<file path="config.mk">
export PLATFORM = sky130hd
export DESIGN_NAME = level_score_ctrl
export DESIGN_NICKNAME = d
export VERILOG_FILES = /design/src/rtl/level_score_ctrl.sv
export SDC_FILE = /design/constraint.sdc
export NUM_CORES = 1
export LEC_CHECK = 0
export BUFFER_PORTS_ARGS = -buffer_cell sky130_fd_sc_hd__buf_2
export CELL_PAD_IN_SITES_DETAIL_PLACEMENT = 1
export CELL_PAD_IN_SITES_GLOBAL_PLACEMENT = 1
export CORE_MARGIN = 5
export CORE_UTILIZATION = 45
export CTS_BUF_LIST = sky130_fd_sc_hd__clkbuf_4 sky130_fd_sc_hd__clkbuf_8 sky130_fd_sc_hd__clkbuf_16
export DETAILED_ROUTE_END_ITERATION = 8
export HOLD_SLACK_MARGIN = 0.08
export PLACE_DENSITY_LB_ADDON = 0.1
export SLEW_MARGIN = 20
export SYNTH_ARGS = -nofsm -noshare
export SYNTH_HDL_FRONTEND = slang
export SYNTH_SLANG_ARGS = --single-unit
</file>
<file path="constraint.sdc">
create_clock -name clk -period 8.4 [get_ports clk]
set_clock_uncertainty 0.2 [all_clocks]
set_input_delay 0.84 -clock clk [delete_from_list [all_inputs] [get_ports clk]]
set_output_delay 0.84 -clock clk [all_outputs]
set_load 0.01 [all_outputs]
</file>
<file path="src/rtl/level_score_ctrl.sv">
// level_score_ctrl: game-flow controller for the point-collection game.
// Tracks the level (1..NUM_LEVELS), keeps a saturating 3-digit BCD score and
// pulses level_clear_o for CLEAR_HOLD cycles so the top can reset the collector.
// Optional feature macro: LEVEL_TIMER_EN adds a per-level countdown timer with
// a LOST state; without it time_left_o and game_over_o are constant zero.
module level_score_ctrl #(
  parameter int unsigned NUM_LEVELS    = 3,
  parameter logic [11:0] POINT_VALUE   = 12'h010,
  parameter logic [11:0] LEVEL_BONUS   = 12'h050,
  parameter int unsigned CLEAR_HOLD    = 16,
  parameter logic [7:0]  LEVEL_TIME    = 8'd60,
  parameter int unsigned TICKS_PER_SEC = 100_000_000
) (
  input  logic        clk,
  input  logic        rst,
  input  logic        start_i,
  input  logic        capture_point_i,
  input  logic [4:0]  captured_i,
  output logic [2:0]  lvl_o,
  output logic [11:0] score_bcd_o,
  output logic        level_clear_o,
  output logic        game_won_o,
  output logic [7:0]  time_left_o,
  output logic        game_over_o
);

  localparam int unsigned CNT_W = $clog2(CLEAR_HOLD);
  localparam logic [4:0]  ALL_CAPTURED = 5'h1F;

  typedef enum logic [2:0] {
    S_IDLE  = 3'd0,
    S_PLAY  = 3'd1,
    S_CLEAR = 3'd2,
    S_WON   = 3'd3
`ifdef LEVEL_TIMER_EN
    , S_LOST = 3'd4
`endif
  } state_t;

  state_t             state_q, state_d;
  logic [2:0]         lvl_q, lvl_d;
  logic [11:0]        score_q, score_d;
  logic [CNT_W-1:0]   clr_cnt_q, clr_cnt_d;
  logic               level_clear_q, level_clear_d;
  logic               game_won_q, game_won_d;

`ifdef LEVEL_TIMER_EN
  localparam int unsigned PW = (TICKS_PER_SEC > 1) ? $clog2(TICKS_PER_SEC) : 1;
  logic [PW-1:0]      presc_q, presc_d;
  logic [7:0]         time_left_q, time_left_d;
  logic               game_over_q, game_over_d;
`endif

  // Saturating per-digit BCD add; a carry out of the hundreds digit pins 999.
  function automatic logic [11:0] bcd_sat_add(input logic [11:0] a, input logic [11:0] b);
    logic [11:0] sum;
    logic [4:0]  dig;
    logic        carry;
    sum   = '0;
    carry = 1'b0;
    for (int i = 0; i < 3; i++) begin
      dig = 5'(a[4*i +: 4]) + 5'(b[4*i +: 4]) + 5'(carry);
      if (dig > 5'd9) begin
        dig   = dig - 5'd10;
        carry = 1'b1;
      end else begin
        carry = 1'b0;
      end
      sum[4*i +: 4] = dig[3:0];
    end
    return carry ? 12'h999 : sum;
  endfunction

  // State and registered outputs.
  always_ff @(posedge clk or posedge rst) begin
    if (rst) begin
      state_q       <= S_IDLE;
      lvl_q         <= 3'd0;
      score_q       <= 12'h000;
      clr_cnt_q     <= '0;
      level_clear_q <= 1'b0;
      game_won_q    <= 1'b0;
`ifdef LEVEL_TIMER_EN
      presc_q       <= '0;
      time_left_q   <= 8'd0;
      game_over_q   <= 1'b0;
`endif
    end else begin
      state_q       <= state_d;
      lvl_q         <= lvl_d;
      score_q       <= score_d;
      clr_cnt_q     <= clr_cnt_d;
      level_clear_q <= level_clear_d;
      game_won_q    <= game_won_d;
`ifdef LEVEL_TIMER_EN
      presc_q       <= presc_d;
      time_left_q   <= time_left_d;
      game_over_q   <= game_over_d;
`endif
    end
  end

  // Next-state, score and flag logic.
  always_comb begin
    state_d       = state_q;
    lvl_d         = lvl_q;
    score_d       = score_q;
    clr_cnt_d     = clr_cnt_q;
    level_clear_d = 1'b0;
    game_won_d    = 1'b0;
`ifdef LEVEL_TIMER_EN
    presc_d       = presc_q;
    time_left_d   = time_left_q;
    game_over_d   = 1'b0;
`endif

    case (state_q)
      S_IDLE: begin
        if (start_i) begin
          state_d = S_PLAY;
          lvl_d   = 3'd1;
          score_d = 12'h000;
`ifdef LEVEL_TIMER_EN
          presc_d     = '0;
          time_left_d = LEVEL_TIME;
`endif
        end
      end

      S_PLAY: begin
        if (capture_point_i) begin
          score_d = bcd_sat_add(score_q, POINT_VALUE);
        end
        // Clearing the level takes priority over a simultaneous timeout.
        if (captured_i == ALL_CAPTURED) begin
          state_d       = S_CLEAR;
          clr_cnt_d     = '0;
          level_clear_d = 1'b1;
        end
`ifdef LEVEL_TIMER_EN
        else if (time_left_q == 8'd0) begin
          state_d     = S_LOST;
          game_over_d = 1'b1;
        end else if (presc_q == PW'(TICKS_PER_SEC - 1)) begin
          presc_d     = '0;
          time_left_d = time_left_q - 8'd1;
        end else begin
          presc_d = presc_q + PW'(1);
        end
`endif
      end

      S_CLEAR: begin
        if (clr_cnt_q == '0) begin
          score_d = bcd_sat_add(score_q, LEVEL_BONUS);
        end
        if (clr_cnt_q == CNT_W'(CLEAR_HOLD - 1)) begin
          if (lvl_q == 3'(NUM_LEVELS)) begin
            state_d    = S_WON;
            game_won_d = 1'b1;
          end else begin
            state_d = S_PLAY;
            lvl_d   = lvl_q + 3'd1;
`ifdef LEVEL_TIMER_EN
            presc_d     = '0;
            time_left_d = LEVEL_TIME;
`endif
          end
        end else begin
          clr_cnt_d     = clr_cnt_q + CNT_W'(1);
          level_clear_d = 1'b1;
        end
      end

      S_WON: begin
        game_won_d = 1'b1;
        if (start_i) begin
          state_d    = S_PLAY;
          lvl_d      = 3'd1;
          score_d    = 12'h000;
          game_won_d = 1'b0;
`ifdef LEVEL_TIMER_EN
          presc_d     = '0;
          time_left_d = LEVEL_TIME;
`endif
        end
      end

`ifdef LEVEL_TIMER_EN
      S_LOST: begin
        game_over_d = 1'b1;
        if (start_i) begin
          state_d     = S_PLAY;
          lvl_d       = 3'd1;
          score_d     = 12'h000;
          game_over_d = 1'b0;
          presc_d     = '0;
          time_left_d = LEVEL_TIME;
        end
      end
`endif

      default: begin
        state_d = S_IDLE;
        lvl_d   = 3'd0;
        score_d = 12'h000;
      end
    endcase
  end

  assign lvl_o         = lvl_q;
  assign score_bcd_o   = score_q;
  assign level_clear_o = level_clear_q;
  assign game_won_o    = game_won_q;

`ifdef LEVEL_TIMER_EN
  assign time_left_o = time_left_q;
  assign game_over_o = game_over_q;
`else
  // Timer parameters only matter when the timer is built in.
  logic unused_timer_cfg;
  assign unused_timer_cfg = ^{LEVEL_TIME, 32'(TICKS_PER_SEC)};
  assign time_left_o = 8'd0;
  assign game_over_o = 1'b0;
`endif

endmodule

</file>
# ---- Word-level counts from Yosys, hierarchy flattened
# Cells that the tools add are included.
dict set report word_totals {
  in_bits 9
  out_inout_bits 26
  elab_cells 92
  reg_bits 24
}
dict set report op_classes {
  order_cmp 5
  n_mux 46
  n_addsub 13
  n_reduce_logical 8
  bitwise_logic 1
  eq_ne 13
}
# op count
set ops {}
lappend ops {{$mux W12} 5}
lappend ops {{$pmux W12 S3} 1}
lappend ops {{$mux W4} 7}
lappend ops {{$mux W1} 22}
lappend ops {{$gt A5 B4 Y1 const B} 4}
lappend ops {{$sub A4 B4 Y4 const B} 5}
lappend ops {{$pmux W3 S3} 2}
lappend ops {{$mux W3} 5}
lappend ops {{$ne A2 B2 Y1 const B} 6}
lappend ops {{$add A4 B1 Y5} 2}
lappend ops {{$add A5 B1 Y5} 2}
lappend ops {{$eq A3 B2 Y1 const B} 3}
lappend ops {{$reduce_and A3 Y1} 3}
lappend ops {{$pmux W4 S2} 1}
lappend ops {{$add A4 B1 Y5 const B} 1}
lappend ops {{$add A4 B3 Y5 const B} 1}
lappend ops {{$eq A5 B5 Y1 const B} 1}
lappend ops {{$add A4 B1 Y4 const B} 1}
lappend ops {{$eq A4 B4 Y1 const B} 1}
lappend ops {{$gt A4 B4 Y1 const B} 1}
lappend ops {{$logic_not A4 Y1} 1}
lappend ops {{$pmux W1 S2} 2}
lappend ops {{$reduce_and A4 Y1} 1}
lappend ops {{$add A3 B1 Y3 const B} 1}
lappend ops {{7 further kinds} 7}

# ---- Longest topological paths before layout
dict set report logic_depth {
  depth_word 17
  mapped_depth 20
  depth_no_buf 19
}

# ---- Worst setup path before layout
# Ideal clock, no wire load.
dict set report synth_path {
  kind {register to register}
  startpoint {register score_q[1] (netlist: score_bcd_o[1])}
  endpoint {register score_q[7] (netlist: score_bcd_o[7])}
  stages_incl_launch_ff 19
  arrival_ps 3619
  required_ps 8079
  period_less_slack_ps 3940
  path_buffers 1
  slack_ps 4460
  setup_ps 121
  cell_sequence {dfrtp_1 o21ai_0 ha_1 inv_1 ha_1 buf_2 xnor2_1 ha_1 a21boi_0 o31ai_1 a22o_2 ha_1 ha_1 nand2b_1 a31oi_1 nor3_1 a21oi_2 o211ai_1 a22o_1}
}
dict set report synth_via {
  elab_chain_cells 17
  elab_cells_between_ends 35
  classes_between {add/sub (6); order compare (5); mux (24)}
}
# item line
set synth_rtl {}
lappend synth_rtl {{start: declaration} 42} ;# logic [11:0] score_q, score_d;
lappend synth_rtl {{start signal: assignment} 91} ;# score_q <= score_d;
lappend synth_rtl {{$gt A4 B4 Y1 *} 63} ;# if (dig > 5'd9) begin
lappend synth_rtl {{$mux W1 *} 63}
lappend synth_rtl {{$mux W1 (on tied branches)} {154, 131}}
lappend synth_rtl {{$mux W1} 117} ;# case (state_q)
lappend synth_rtl {{$add A5 B1 Y5} 62} ;# dig = 5'(a[4*i +: 4]) + 5'(b[4*i +: 4]) + 5'(carry);
lappend synth_rtl {{$gt A5 B4 Y1} 63}
lappend synth_rtl {{$mux W1} 63}
lappend synth_rtl {{$mux W1 (on tied branches)} {154, 131}}
lappend synth_rtl {{$mux W1} 117}
lappend synth_rtl {{$add A4 B1 Y5} 62}
lappend synth_rtl {{$gt A5 B4 Y1} 63}
lappend synth_rtl {{$mux W1} 63}
lappend synth_rtl {{$mux W1 (on tied branches)} {154, 131}}
lappend synth_rtl {{$mux W1} 117}
lappend synth_rtl {{$mux W12} 71} ;# return carry ? 12'h999 : sum;
lappend synth_rtl {{$mux W12 (on tied branches)} {154, 131}}
lappend synth_rtl {{$pmux W12 S3 *} 117}
# Mark *: on every way between the ends. The rest lies on a longest branch, timed or not. The select of a mux whose other input is x is not followed.
# A chain may end at the register's enable or synchronous reset.

# ---- Worst setup path after layout
# Ends and elaborated chain as after synthesis.

==> summary.txt <==
Run status
  – Outcome: completed

Worst hold path
  – Type of the most critical hold path: reg2reg

Synth
  – Ys Warns: 0
  – Share of async-settable or async-resettable flops after synthesis: 1.00
  – Mean instance size in the synthesized netlist: 8.43 µm²
  – Number of synthesized flops with an enable pin: 0
  – Total of flip-flops plus latches after synthesis: 23
  – Top cells by area in the synthesized netlist: sky130_fd_sc_hd__dfrtp_1, sky130_fd_sc_hd__ha_1, sky130_fd_sc_hd__inv_1
  – Cell taking the most area after synthesis: sky130_fd_sc_hd__dfrtp_1
  – Proportion of netlist area held by the largest area contributor: 0.284
  – Netlist Area Pre-Place: 0.00202 mm²
  – Sequential cell area fraction in the yosys report: 0.284
  – Most used standard cell by instance count after synthesis: sky130_fd_sc_hd__inv_1
  – Synthesized instance count: 240
  – List of most frequent post-synthesis cells: sky130_fd_sc_hd__inv_1, sky130_fd_sc_hd__dfrtp_1, sky130_fd_sc_hd__ha_1, sky130_fd_sc_hd__nand2_1, sky130_fd_sc_hd__a21oi_1
  – Synth cell types: 59
  – Most used flip-flop cell after synthesis: sky130_fd_sc_hd__dfrtp_1

Worst setup path
  – Crit path max-delay family: compound AO/OA/AOI/OAI gates
  – Worst path cell trace: o21ai_0 -> ha_1 -> inv_1 -> ha_1 -> inv_1 -> ha_1 -> a21boi_0 -> o31ai_1 -> a22o_2 -> ha_1 -> ha_1 -> nand2b_1 -> a31oi_1 -> nor3_1 -> a21oi_2 -> o211ai_1 -> a22o_1
  – R2R Setup Slk: 3.99 ns
  – Data required time of the critical path: 8.37 ns
  – Worst setup path class: reg2reg
  – CP endpoint kind: flop
  – Most frequent cell on the critical path: sky130_fd_sc_hd__ha_1
  – Kind of start point of the critical path: flop
  – Max stage delay on crit path: 0.43 ns
  – Crit-path slowest cell: sky130_fd_sc_hd__dfrtp_1
  – Endpoint arrival time on the critical path: 4.38 ns
  – Number of buffers and inverters on the critical path: 2
  – Critical path fanouts, max: 5

Global route
  – Wire length of the first global-routing pass: 8710 µm
  – Pin count of the biggest net entering global routing: 24
  – Congestion Overflow GR: 0
  – Vias in the first global route: 1864
  – Overall fraction of global-route tracks in use: 0.174
  – Initial antenna violation count: 0

Placement
  – Number of input and output port buffers inserted: 25
  – Final GP Congestion: 0.848
  – Cell Area, Placed: 0.00212 mm²
  – Cells after DPL: 307
  – Post-detailed-placement half-perimeter wirelength: 3830 µm
  – Worst slack, placed: 4.05 ns

Cells and area
  – Signed area change from the synthesized netlist to the final layout: 7.24%
  – Final cell count without fillers: 311
  – Antenna diode count: 0
  – Final-stage net count: 288
  – Finished Cell Area: 0.00217 mm²
  – Post-Route Utilization: 0.498
  – Share of final-layout standard cells stronger than drive strength 1: 0.174

Timing
  – Period utilization: 0.525
  – Number of failing hold endpoints at the final stage: 0
  – Slew margin rel.: 0.381
  – Hold_ws: 0.352 ns
  – Time the worst path needs with I/O delays and setup: 4.41 ns
  – Setup Viol. Count Final: 0
  – Setup repair after global routing missed its margin: no
  – Highest attainable clock frequency: 227 MHz
  – Number of max-slew violations in the final report: 0
  – Setup Total Neg Slack: 0 ns
  – Transition time at the pin with the least slew margin: 0.928 ns
  – PnR worst setup slack: 3.99 ns

Detailed routing
  – Top sig layer: met4
  – Final WL: 5170 µm
  – Met3 wire length: 164 µm
  – Via total after detailed routing: 1821
  – Post-detailed-route count of antenna-violating nets: 0
  – DRC Markers: 0
  – Routed length on met2: 2610 µm
  – Initial detailed-routing violation count: 88
  – Pre-antenna DRT Iters: 4
  – Metal-1 WL: 2360 µm
  – Wire per inst: 16.6 µm
  – Number of vias per cell after detailed routing: 5.86

Clock network
  – Num Clock Sinks: 23
  – Post_cts resized: 0
  – CTS H-Tree Depth: 1
  – Postcts setup bufs: 0
  – Number of buffers created by CTS: 3
  – Clk buf depth: 2
  – Clock insertion delay at the later pin of the skew report: 0.28 ns
  – Number of hold-repair buffers added at the cts stage: 0
  – Clock transition at the registers of the reported paths: 0.09 ns
  – Clock tree root buffer cell: sky130_fd_sc_hd__clkbuf_8
  – Clock tree from TritonCTS: built

Power and ir drop
  – Switching Fraction: 0.501
  – Power density of the placed cells: 275 mW/mm²
  – Comb pwr share: 0.609
  – Sequential cell fraction of total power: 0.264
  – Net switching power of the design: 299 µW
  – Largest voltage drop on the vdd net: 0.226 mV
  – Design internal power: 298 µW
  – Static leakage: 1.03 nW
  – Clock network fraction of design power: 0.127
  – Total chip power: 597 µW

Floorplanning
  – Floorplan row count: 24
  – Die Outline Area: 0.00594 mm²
  – Die width: 77.1 µm
  – Number of placed I/O pins: 35
  – Initial standard-cell utilization of the core: 0.465
  – DIE HEIGHT: 77.1 µm
  – Area of the core: 0.00435 mm²

Run
  – Reported max-cap violation count: 0
## sequential cells by signal, summed over array words and instances (netlist names)
signal	count
state_q	2
score_bcd_o	12
clr_cnt_q	4
game_won_o	1
level_clear_o	1
lvl_o	3
## power by group through the flow
stage / Clock [mW] / Sequential [mW] / Combinational, mW
finish: 0.0757 / 0.158 / 0.364
global route: 0.0825 / 0.162 / 0.410
CTS: 0.0761 / 0.158 / 0.367
detailed placement: 0 / 0.160 / 0.364
global placement: 0 / 0.159 / 0.361
floorplan: 0 / 0.159 / 0.289
## worst register-to-register path: cells and delay by family (launching register included)
family / cells / cell delay, ns
and+or+nand+nor: 2 / 0.28
DFF: 1 / 0.43
AOI/OAI and AO/OA: 8 / 1.78
adders and majority gates: 5 / 1.38
buffers and inverters: 2 / 0.26
## layout make-up
class | instances | area, µm²
timing repair buffer | 25 | 125
fill | 543 | 2180
tap | 52 | 65.1
clock buffer | 3 | 41.3
inverter | 26 | 97.6
sequential | 23 | 576
multi-input combinational | 181 | 1260
clock inverter | 1 | 5.00
## logic make-up (layout without fill, tap and decap cells)
| logic type | count (synthesis) | after routing | synth area share |
|---|---|---|---|
| fa+ha+maj | 19 | 19 | 0.118 |
| mux | 3 | 3 | 0.0155 |
| xor+xnor | 6 | 6 | 0.0260 |
| flops | 23 | 23 | 0.284 |
| simple gates | 69 | 69 | 0.187 |
| buf+inv | 44 | 55 | 0.108 |
| other cells | 1 | 9 | 0.00185 |
| compound gates | 75 | 75 | 0.260 |
## worst paths after layout
kind                                   to  depth (start not counted)           start
min in group asynchronous        lvl_o[1]                          2             rst
setup reg to reg           score_bcd_o[7]                         17  score_bcd_o[1]
hold / removal                   lvl_o[2]                          2        lvl_o[2]
setup / recovery           score_bcd_o[7]                         17  score_bcd_o[1]
hold reg to reg                  lvl_o[2]                          2        lvl_o[2]
max in group asynchronous  score_bcd_o[3]                          2             rst
## routing by layer
metal | track usage | up-vias
met5 | 0 | -
met4 | 0.0447 | 0
met3 | 0.0293 | 4
met2 | 0.301 | 31
met1 | 0.223 | 904
li1 | - | 882
## cells in the final DEF (no fill, tap or decap), types with 2 or more instances in the layout
cell type                  Yosys  final
sky130_fd_sc_hd__buf_2         3     25
sky130_fd_sc_hd__inv_1        24     24
sky130_fd_sc_hd__dfrtp_1      23     23
sky130_fd_sc_hd__ha_1         19     19
sky130_fd_sc_hd__nand2_1      18     18
sky130_fd_sc_hd__a21oi_1      17     17
sky130_fd_sc_hd__o21ai_0      14     14
sky130_fd_sc_hd__nor2_1       12     12
sky130_fd_sc_hd__nand3_1       9      9
sky130_fd_sc_hd__conb_1        1      9
sky130_fd_sc_hd__a22o_1        8      8
sky130_fd_sc_hd__nor3_1        6      6
sky130_fd_sc_hd__o21ai_1       6      6
sky130_fd_sc_hd__nand2b_1      5      5
sky130_fd_sc_hd__xnor2_1       5      5
sky130_fd_sc_hd__nor4_1        3      3
sky130_fd_sc_hd__o211ai_1      3      3
sky130_fd_sc_hd__o22ai_1       3      3
sky130_fd_sc_hd__clkbuf_8      0      3
sky130_fd_sc_hd__and3_1        2      2
sky130_fd_sc_hd__inv_2         2      2
sky130_fd_sc_hd__nor3b_1       2      2
sky130_fd_sc_hd__a31oi_1       2      2
sky130_fd_sc_hd__o32ai_1       2      2
sky130_fd_sc_hd__nand4_1       2      2
sky130_fd_sc_hd__mux2i_1       2      2
sky130_fd_sc_hd__a211oi_1      2      2
Power figures use the tool's default switching activity.
